## config.mk

```make
export PLATFORM = sky130hd
export DESIGN_NAME = cache_arbiter2
export DESIGN_NICKNAME = d
export VERILOG_FILES = /design/src/rtl/cache_arbiter2.sv
export SDC_FILE = /design/constraint.sdc
export NUM_CORES = 1
export LEC_CHECK = 0
export ABC_AREA = 1
export BUFFER_PORTS_ARGS = -buffer_cell sky130_fd_sc_hd__buf_2
export CORE_AREA = 2 2 146 148
export CTS_CLUSTER_SIZE = 30
export DETAILED_ROUTE_END_ITERATION = 6
export DIE_AREA = 0 0 148 150
export PLACE_DENSITY = 0.36
export SYNTH_ARGS = -nofsm -noshare
export SYNTH_HDL_FRONTEND = slang
export SYNTH_SLANG_ARGS = --single-unit
```

## constraint.sdc

```tcl
create_clock -name CLK -period 1.08 [get_ports CLK]
set_input_delay 0.054 -clock CLK [delete_from_list [all_inputs] [get_ports CLK]]
set_output_delay 0.054 -clock CLK [all_outputs]
set_load 0.01 [all_outputs]
```

## src/rtl/cache_arbiter2.sv

```systemverilog
// Two-client round-robin arbiter in front of a single-cycle cache port.
// Tracks the one outstanding response and routes it only to its owner.
module cache_arbiter2 #(
   parameter int REQ_W  = 70,
   parameter int RESP_W = 52
) (
   input  logic              CLK,
   input  logic              RST_N,
   input  logic              req0_put_valid,
   output logic              req0_put_ready,
   input  logic [REQ_W-1:0]  req0_put_request,
   input  logic              req0_get_valid,
   output logic              req0_get_ready,
   output logic [RESP_W-1:0] req0_get_response,
   input  logic              req1_put_valid,
   output logic              req1_put_ready,
   input  logic [REQ_W-1:0]  req1_put_request,
   input  logic              req1_get_valid,
   output logic              req1_get_ready,
   output logic [RESP_W-1:0] req1_get_response,
   output logic              cache_put_valid,
   input  logic              cache_put_ready,
   output logic [REQ_W-1:0]  cache_put_request,
   output logic              cache_get_valid,
   input  logic              cache_get_ready,
   input  logic [RESP_W-1:0] cache_get_response
);

   typedef enum logic {IDLE = 1'b0, BUSY = 1'b1} state_t;

   state_t state_q, state_d;
   logic   owner_q, owner_d;
   logic   rr_q, rr_d;

   logic   grant;
   logic   owner_get_valid;
   logic   get_fire;
   logic   put_enable;
   logic   put_fire;

   always_comb begin
      // NOTE: every signal gets a default first so no path leaves it unassigned (no latch).
      grant = rr_q;
      if (req0_put_valid && !req1_put_valid) grant = 1'b0;
      else if (!req0_put_valid && req1_put_valid) grant = 1'b1;

      owner_get_valid = owner_q ? req1_get_valid : req0_get_valid;
      get_fire        = (state_q == BUSY) && owner_get_valid && cache_get_ready;
      // A completing response frees the port for a new request in the same cycle.
      put_enable      = (state_q == IDLE) || get_fire;

      cache_put_request = grant ? req1_put_request : req0_put_request;
      cache_put_valid   = RST_N && put_enable && (req0_put_valid || req1_put_valid);
      put_fire          = cache_put_valid && cache_put_ready;

      req0_put_ready = RST_N && put_enable && cache_put_ready && !grant;
      req1_put_ready = RST_N && put_enable && cache_put_ready && grant;

      cache_get_valid   = RST_N && (state_q == BUSY) && owner_get_valid;
      req0_get_ready    = RST_N && (state_q == BUSY) && !owner_q && cache_get_ready;
      req1_get_ready    = RST_N && (state_q == BUSY) && owner_q && cache_get_ready;
      req0_get_response = cache_get_response;
      req1_get_response = cache_get_response;

      state_d = state_q;
      owner_d = owner_q;
      rr_d    = rr_q;
      if (put_fire) begin
         rr_d = ~grant;
         if (!cache_put_request[0]) begin
            state_d = BUSY;
            owner_d = grant;
         end else begin
            state_d = IDLE;
         end
      end else if (get_fire) begin
         state_d = IDLE;
      end
   end

   // NOTE: sequential state uses non-blocking assignments only.
   always_ff @(posedge CLK) begin
      if (!RST_N) begin
         state_q <= IDLE;
         owner_q <= 1'b0;
         rr_q    <= 1'b0;
      end else begin
         state_q <= state_d;
         owner_q <= owner_d;
         rr_q    <= rr_d;
      end
   end

endmodule

```

==> summary.txt, run 1 <==
RSZ-0062 raised after global routing: yes
Mapped Avg Cell Area: 5.21 um2
Die Width: 148 um
fin. max-slew vios: 0
CP cell instances: inv_4 > o21ai_4 > nand2_4 > buf_6 > buf_12 > nand2_1 > nand2_1 > buf_2
setup ws final: -0.471 ns
Min-Delay Path Class: in2out
Synth Area in Adders: 0
Non-Filler Instances: 784
antenna cells: 0
FMAX: 0.645 GHz
vias in the first global route: 2473
cell row count: 53
H-Tree Level Count: 1
xor-xnor portion of the synthesized cell area: 0
post-synthesis compound-gate area fraction: 0.0201
Die ar.: 22200 um2
Detail Route Antenna Nets: 0
Clk Latency, worst-skew pair: 0.22 ns
final hold slack: 0.108 ns
Synth Cell Area: 1930 um2
period utilization: 1.44
CP max stage delay: 0.34 ns
DR vias/cell: 3.30
# fillers: 2431
post-synth top area share: 0.425
Area Growth Syn to Fin: 72.6%
initial antenna violation count: 0
CTS tree: yes
peak supply drop: 0.517 mV
WL per Instance: 12.7 um
Setup Skew: 0.00249 ns
PortBufs: 223
initial core utilization: 0.0935
Slew @ Worst Pin: 0.188 ns
multiplexer share of the synthesized area: 0
DR vias: 2591
Synth Flop Type: dfxtp_1
FF+latch count, synth: 3
startpoint class of the critical path: flip-flop
share of cells above drive strength 1: 0.639
Post-synth EDFFs: 0
power per cell area: 681 nW/um2
die height: 150 um
Final setup viols: 76
core box area: 20700 um2
I/O Pins: 380
GR Overflow Total: 0
worst r2r path cells: 8
top-count cell post-synth: nand2_1
pre-CTS setup slack: -0.269 ns
Crit Path Max Fanout: 14
Synth Warn #: 0
combinational family with the most area after synthesis: buffers and inverters
first-pass GRT wire length: 13.0 mm
Worst slew margin: 0.874
Core Util, Final: 0.161
gr usage total: 0.0754
Simple-Gate Fraction of Synth Area: 0.457
Layout Nets: 710
root buf cell: clkbuf_16
gpl congestion: 0.686
top post-synthesis cells by count: nand2_1, buf_4, inv_1, buf_6, buf_2
Inst Count DP: 766
Unique masters post-synth: 17
CTS clk-pin slew, worst paths: 0.03 ns
LEAKAGE: 1.99 nW
Seq/Total Area, Yosys: 0.0310
design area: 3340 um2
largest net degree at the start of global routing: 35
dominant cell type by area after synthesis: nand2_1
critical path class: reg2out
Num CTS Buffers: 3
required time worst endpoint: 1.03 ns
violated checks: negative setup slack
# clock sinks: 3
final wirelength: 9.93 mm
Synth Net Count: 571
Post-DP Area: 2670 um2
min cycle time layout: 1.55 ns
Gate Count Post-Synth: 371
CP arrival: 1.50 ns
Synth area leaders: nand2_1, buf_4, buf_6, dfxtp_1, buf_2
# DRC: 0
Final Hold Fails: 0
CP most frequent cell: nand2_1
hold depth: 0
outcome: finished, violations left
Crit. End Element: output pin
FFs w/ async S/R, synth: 0
Slowest cell on crit path: dfxtp_2
DRT iter0 DRCs: 70
maximum buffer depth of the clock tree: 2
dpl hpwl: 6.91 mm
max_cap viols: 0
Initial DRT Pass Iterations: 4
## timing repair
item | 4_1_cts | 5_1_grt
pin swaps | 11 | 14
gates resized for setup | 59 | 56
gates cloned | 5 | 2
hold buffers | 0 | 0
endpoints found under the setup margin | 78 | 78
setup buffers | 14 | 4
hold endpoints to repair | 0 | 0
## sequential cells by signal, indices dropped and copies added, names as in the netlist
signal and count:
state_q 1, rr_q 1, owner_q 1
## layer usage
metal | up-vias | wire [um] | track usage
li1 | 1280 | - | -
met2 | 181 | 4740 | 0.135
met3 | 58 | 1120 | 0.0293
met1 | 1072 | 3490 | 0.0743
met4 | 0 | 565 | 0.0429
met5 | - | 0 | 0
## final cells by class
class / count / area, um2 / area share
repair buffers: 253 / 1650 / 0.493
multi-input cells: 238 / 1150 / 0.344
well taps: 275 / 344 / 0.103
clock buffers: 4 / 78.8 / 0.0236
flip-flops and latches: 3 / 66.3 / 0.0199
inverters: 11 / 56.3 / 0.0169
## metrics by stage
stage          power, mW  TNS (ns)
3_3_place_gp        1.34    -15.17
6_report            2.27    -32.25
3_5_place_dp        1.33    -15.87
4_1_cts             2.18    -31.40
2_1_floorplan       1.09         0
5_1_grt             2.47    -37.70
## critical path, delay by kind of cell (launching register included)
family,cells,cell delay (ns)
buffers and inverters,4,0.51
DFF,1,0.34
and+or+nand+nor,3,0.26
AOI/OAI and AO/OA,1,0.16
## cells by family after synthesis
group                  after synthesis
AO/OA/AOI/OAI                        6
buffers and inverters              130
AND/OR/NAND/NOR                    232
flip-flops                           3
## power breakdown
group | switching, mW | internal, mW
registers | 0.00481 | 0.116
logic | 0.777 | 0.784
clock network | 0.106 | 0.488
total | 0.888 | 1.39
## cells in the final DEF (no fill, tap or decap), types with 2 or more instances in the layout
master and instances:
a21oi_2 2, buf_12 3, buf_16 6, buf_2 213, buf_4 8, buf_6 19, buf_8 2, clkbuf_16 5
dfxtp_2 2, inv_1 8, nand2_1 164, nand2_2 47, nand2_4 8, nand3_1 3, nor2_1 4, nor2_4 2
## worst paths after layout
path | start | endpoint | slack, ns
max | rr_q | cache_put_request[54] | -0.47
min | cache_get_response[37] | req0_get_response[37] | 0.11
max reg2reg | rr_q | owner_q | -0.31
min reg2reg | state_q | state_q | 0.70
Note: power is estimated with default switching activity, not from simulation.
==> run 2, diff against run 1 <==
- BUFFER_PORTS_ARGS: -buffer_cell sky130_fd_sc_hd__buf_2 -> not set
- DONT_BUFFER_PORTS: not set -> 1
- PLACE_DENSITY: 0.36 -> 0.3
==> run 2 against run 1 <==
The flow still finishes with violations (negative setup slack); hold slack got worse by 0.063 ns; power fell by 27%; cell count fell by 29%; utilization fell by 6.1 points; fmax rose by 11%; clock power fell by 0.8%; via count fell by 32%; sequential share of layout area rose by 1.1 points; setup slack improved by 0.15 ns; cell area fell by 38%; combinational power fell by 39%; register-to-register slack improved by 0.10 ns; critical endpoint is now cache_put_request[65]; largest power group unchanged; highest routed layer unchanged.
==> summary.txt, run 2 (synthesis results as in run 1) <==
setup TNS: -20.95 ns (+11.30 ns)
power per cell area: 801 nW/um2 (+18%)
first-pass GRT wire length: 8.40 mm (-35%)
CTS tree: yes
WL per Instance: 12.5 um (-0.88%)
Slew @ Worst Pin: 0.261 ns (+0.0728 ns)
CP arrival: 1.35 ns (-0.15 ns)
Worst slew margin: 0.825 (-0.0493)
# DRC: 0 (unchanged)
hold depth: 3 (+3)
initial antenna violation count: 0 (unchanged)
design area: 2080 um2 (-38%)
Post-DP Area: 1500 um2 (-44%)
Crit Path Max Fanout: 9 (-5)
commonest cells after routing, fill and taps aside: nand2_1, nand2_2, buf_4, inv_1
root buf cell: clkbuf_16
pre-CTS setup slack: -0.238 ns (+0.0313 ns)
Die ar.: 22200 um2 (unchanged)
critical path class: reg2out
Layout Nets: 479 (-33%)
GR Overflow Total: 0 (unchanged)
H-Tree Level Count: 1 (unchanged)
share of cells above drive strength 1: 0.406 (-0.232)
Detail Route Antenna Nets: 0 (unchanged)
Area Growth Syn to Fin: 7.50%
PortBufs: 0 (-100%)
required time worst endpoint: 1.03 ns (about the same)
RSZ-0062 raised after global routing: yes
period utilization: 1.30 (-0.140)
max_cap viols: 0 (unchanged)
LEAKAGE: 0.981 nW (-51%)
startpoint class of the critical path: flip-flop
Die Width: 148 um (unchanged)
Num CTS Buffers: 3 (unchanged)
antenna cells: 0 (unchanged)
gr usage total: 0.0499 (-0.0256)
Initial DRT Pass Iterations: 4 (unchanged)
DR vias: 1758 (-32%)
final hold slack: 0.0445 ns (-0.0635 ns)
maximum buffer depth of the clock tree: 2 (unchanged)
final wirelength: 6.94 mm (-30%)
gpl congestion: 0.681 (-0.79%)
fin. max-slew vios: 0 (unchanged)
CTS clk-pin slew, worst paths: 0.03 ns (about the same)
Crit. End Element: output pin
initial core utilization: 0.0935 (unchanged)
violated checks: negative setup slack
peak supply drop: 0.638 mV (+23%)
dpl hpwl: 4.79 mm (-31%)
Min-Delay Path Class: in2reg
# clock sinks: 3 (unchanged)
Final Power: 1.66 mW (-27%)
FMAX: 0.714 GHz (+11%)
Largest regs: owner_q: 1 flops, rr_q: 1 flops, state_q: 1 flops
most common cell after layout, fill and taps aside: nand2_1
DR vias/cell: 3.18 (-3.8%)
worst r2r path cells: 8 (unchanged)
setup ws final: -0.320 ns (+0.151 ns)
core box area: 20700 um2 (unchanged)
Final Hold Fails: 0 (unchanged)
outcome: finished, violations left
vias in the first global route: 1573 (-36%)
Setup Skew: 0.00216 ns (-0.000339 ns)
DRT iter0 DRCs: 54 (-23%)
largest net degree at the start of global routing: 42 (+20%)
cell row count: 53 (unchanged)
die height: 150 um (unchanged)
Clk Latency, worst-skew pair: 0.22 ns (about the same)
min cycle time layout: 1.40 ns (-0.151 ns)
I/O Pins: 380 (unchanged)
Final setup viols: 76 (unchanged)
## run 2: area by class of cell
class / instances / area [um2]
Clock buffer: 4 / 78.8
Inverter: 11 / 53.8
Sequential cell: 3 / 65.1
Timing Repair Buffer: 22 / 350
Fill cell: 2453 / 18600
Tap cell: 275 / 344
Multi-Input combinational cell: 238 / 1190
## run 2: critical path: stages, from the launching register on
cell,delay (ns)
dfxtp_2,0.33
inv_2,0.05
o21ai_4,0.14
nand2_4,0.12
buf_4,0.16
buf_4,0.16
nand2_1,0.07
nand2_2,0.08
## run 2: layer usage
metal  vias up  track usage  part of all wire
met5         -            0                 0
li1        820            -                 -
met3        29       0.0174              0.12
met2       175       0.0944              0.50
met4         0       0.0310             0.039
met1       734       0.0455              0.34
## run 2: stage by stage
| step | cells | util |
|---|---|---|
| finish | 553 | 0.101 |
| global route | 553 | 0.101 |
| CTS | 551 | 0.0957 |
| detailed placement | 537 | 0.0723 |
| global placement | 537 | 0.0723 |
| floorplan | 371 | - |
## run 2: path summary, 6_finish.rpt
check	from	end	slack, ns
worst min-delay path	req1_put_request[0]	owner_q	0.04
worst max register to register	rr_q	state_q	-0.21
worst min register to register	rr_q	rr_q	0.48
worst max-delay path	rr_q	cache_put_request[65]	-0.32
## run 2: report_power, final
part | switching [mW] | total (mW) | internal [mW]
Clock | 0.101 | 0.589 | 0.487
Sequential | 0.00375 | 0.119 | 0.115
Combinational | 0.601 | 0.957 | 0.356
## run 2: what timing repair did
action | 4_1_cts | 5_1_grt
endpoints found under the setup margin | 77 | 78
hold buffers | 1 | 0
setup buffers | 6 | 1
pin swaps | 10 | 2
hold endpoints to repair | 2 | 0
gates resized for setup | 88 | 21
cloned | 4 | 2
==> run 3, diff against run 2 <==
- CTS_BUF_LIST: not set -> sky130_fd_sc_hd__clkbuf_8
==> run 3 against run 2 <==
The flow still finishes with violations (negative setup slack); clock-buffer cell count shrank 1; first-iteration DRC count grew 9.3%; setup slack gained 0.0088 ns; cell count is the same; critical path depth is the same; hold slack gained 0.0082 ns; clock skew shrank 0.00091 ns; combinational power is essentially flat; sequential share of layout area grew 0.052 points; register-to-register slack is essentially flat; clock power shrank 46%; global-route usage is essentially flat; critical endpoint unchanged; largest cell class unchanged; highest routed layer unchanged.
==> summary.txt, run 3 (synthesis results as in run 1) <==
commonest cells after routing, fill and taps aside: nand2_1, nand2_2, inv_1, buf_4
critical path class: reg2out
CTS tree: yes
Layout Nets: 479 (unchanged)
CP cell instances: inv_2 > o21ai_4 > nand2_4 > buf_4 > buf_4 > nand2_1 > nand2_2
fin. max-slew vios: 0 (unchanged)
vias in the first global route: 1574 (+0.064%)
CP max stage delay: 0.33 ns (about the same)
setup TNS: -20.36 ns (+0.595 ns)
violated checks: negative setup slack
CP bufs+invs: 3 (unchanged)
DR vias/cell: 3.18 (+0.11%)
CTS clk-pin slew, worst paths: 0.03 ns (about the same)
R2R Setup Slk: -0.21 ns (about the same)
startpoint class of the critical path: flip-flop
Num CTS Buffers: 3 (unchanged)
dpl hpwl: 4.79 mm (unchanged)
RSZ-0062 raised after global routing: yes
first-pass GRT wire length: 8.38 mm (-0.17%)
WL per Instance: 12.5 um (-0.24%)
PortBufs: 0 (unchanged)
Crit. End Element: output pin
FF-to-FF Start: rr_q
Core Util, Final: 0.0989 (-0.00163)
outcome: finished, violations left
die height: 150 um (unchanged)
Slowest cell on crit path: dfxtp_2
core box area: 20700 um2 (unchanged)
FMAX: 0.719 GHz (+0.63%)
Clk Latency, worst-skew pair: 0.21 ns (about the same)
maximum buffer depth of the clock tree: 2 (unchanged)
max_cap viols: 0 (unchanged)
# DRC: 0 (unchanged)
Min-Delay Path Class: in2reg
initial core utilization: 0.0935 (unchanged)
power per cell area: 682 nW/um2 (-15%)
crit path launch: rr_q
Slew @ Worst Pin: 0.260 ns (-0.000713 ns)
Levels on crit path: 7 (unchanged)
gr usage total: 0.0498 (-0.0000640)
root buf cell: clkbuf_8
Crit Path Max Fanout: 9 (unchanged)
Final Power: 1.39 mW (-16%)
I/O Pins: 380 (unchanged)
pre-CTS setup slack: -0.238 ns (unchanged)
# clock sinks: 3 (unchanged)
GR Overflow Total: 0 (unchanged)
min cycle time layout: 1.39 ns (-0.00883 ns)
Worst slew margin: 0.825 (about the same)
Inst Count DP: 537 (unchanged)
Non-Filler Instances: 553 (unchanged)
Setup Skew: 0.00125 ns (-0.000909 ns)
share of cells above drive strength 1: 0.406 (unchanged)
# fillers: 2458 (+0.20%)
setup ws final: -0.312 ns (+0.00883 ns)
FF-to-FF End: state_q
final wirelength: 6.92 mm (-0.24%)
period utilization: 1.29 (-0.00818)
crit-path leading delay family: buffers and inverters
most common cell after layout, fill and taps aside: nand2_1
Largest regs: owner_q: 1 flops, rr_q: 1 flops, state_q: 1 flops
Final Hold Fails: 0 (unchanged)
crit path to: cache_put_request[65]
Detail Route Antenna Nets: 0 (unchanged)
cell row count: 53 (unchanged)
worst r2r path cells: 8 (unchanged)
LEAKAGE: 0.970 nW (-1.1%)
CP arrival: 1.34 ns (about the same)
antenna cells: 0 (unchanged)
Area Growth Syn to Fin: 5.76%
H-Tree Level Count: 1 (unchanged)
Die ar.: 22200 um2 (unchanged)
DRT iter0 DRCs: 59 (+9.3%)
Initial DRT Pass Iterations: 4 (unchanged)
Final setup viols: 76 (unchanged)
peak supply drop: 0.448 mV (-30%)
gpl congestion: 0.681 (unchanged)
CP most frequent cell: buf_4
Reg area: 65.1 um2 (unchanged)
largest net degree at the start of global routing: 42 (unchanged)
area of the multi-input gates: 1190 um2 (unchanged)
Die Width: 148 um (unchanged)
DR vias: 1760 (+0.11%)
initial antenna violation count: 0 (unchanged)
required time worst endpoint: 1.03 ns (about the same)
-- run 3: layout make-up --
class                           instances  area share
Multi-Input combinational cell        238       0.580
Timing Repair Buffer                   22       0.171
Tap cell                              275       0.168
Sequential cell                         3      0.0318
Inverter                               11      0.0263
Clock buffer                            3      0.0202
Clock inverter                          1     0.00183
-- run 3: worst min-delay path, stage by stage --
cell and delay [ns]:
nor2_1 0.02, nand3_1 0.08, a21oi_1 0.07
-- run 3: how the worst min path moves through the flow --
stage	from	to	slack, ns	depth (start not counted)
6_report	req1_put_request[0]	owner_q	0.05	3
4_1_cts	req1_put_request[0]	owner_q	0.06	3
2_1_floorplan	cache_get_response[0]	req0_get_response[0]	0.20	1
5_1_grt	req1_put_request[0]	owner_q	0.08	3
3_3_place_gp	cache_get_response[1]	req0_get_response[1]	0.11	0
3_5_place_dp	cache_get_response[1]	req0_get_response[1]	0.11	0
-- run 3: per-stage QoR --
stage                     hold slack [ns]  instance area [um2]
after global routing               0.0784                 2050
final                              0.0528                 2050
after global placement              0.108                 1500
after floorplan                     0.200                 1940
after CTS                          0.0560                 1950
after detailed placement            0.108                 1500
-- run 3: layer usage --
| layer | vias to the layer above | wire [um] | global-route usage |
|---|---|---|---|
| met5 | - | 0 | 0 |
| met4 | 0 | 274 | 0.0310 |
| met3 | 29 | 791 | 0.0174 |
| met2 | 175 | 3490 | 0.0944 |
| met1 | 736 | 2360 | 0.0453 |
| li1 | 820 | - | - |
-- run 3: where the power goes --
part,total [mW],internal [mW],leakage [nW],switching [mW]
Clock,0.319,0.242,0.0269,0.0770
Sequential,0.119,0.115,0.0256,0.00375
Combinational,0.956,0.356,0.918,0.600
-- run 3: timing repair --
item	in CTS	in global routing
endpoints found under the hold margin	2	0
hold buffers	1	0
pin swaps	10	2
setup buffers	6	1
gates cloned	4	2
setup endpoints to repair	77	78
gates resized for setup	88	21
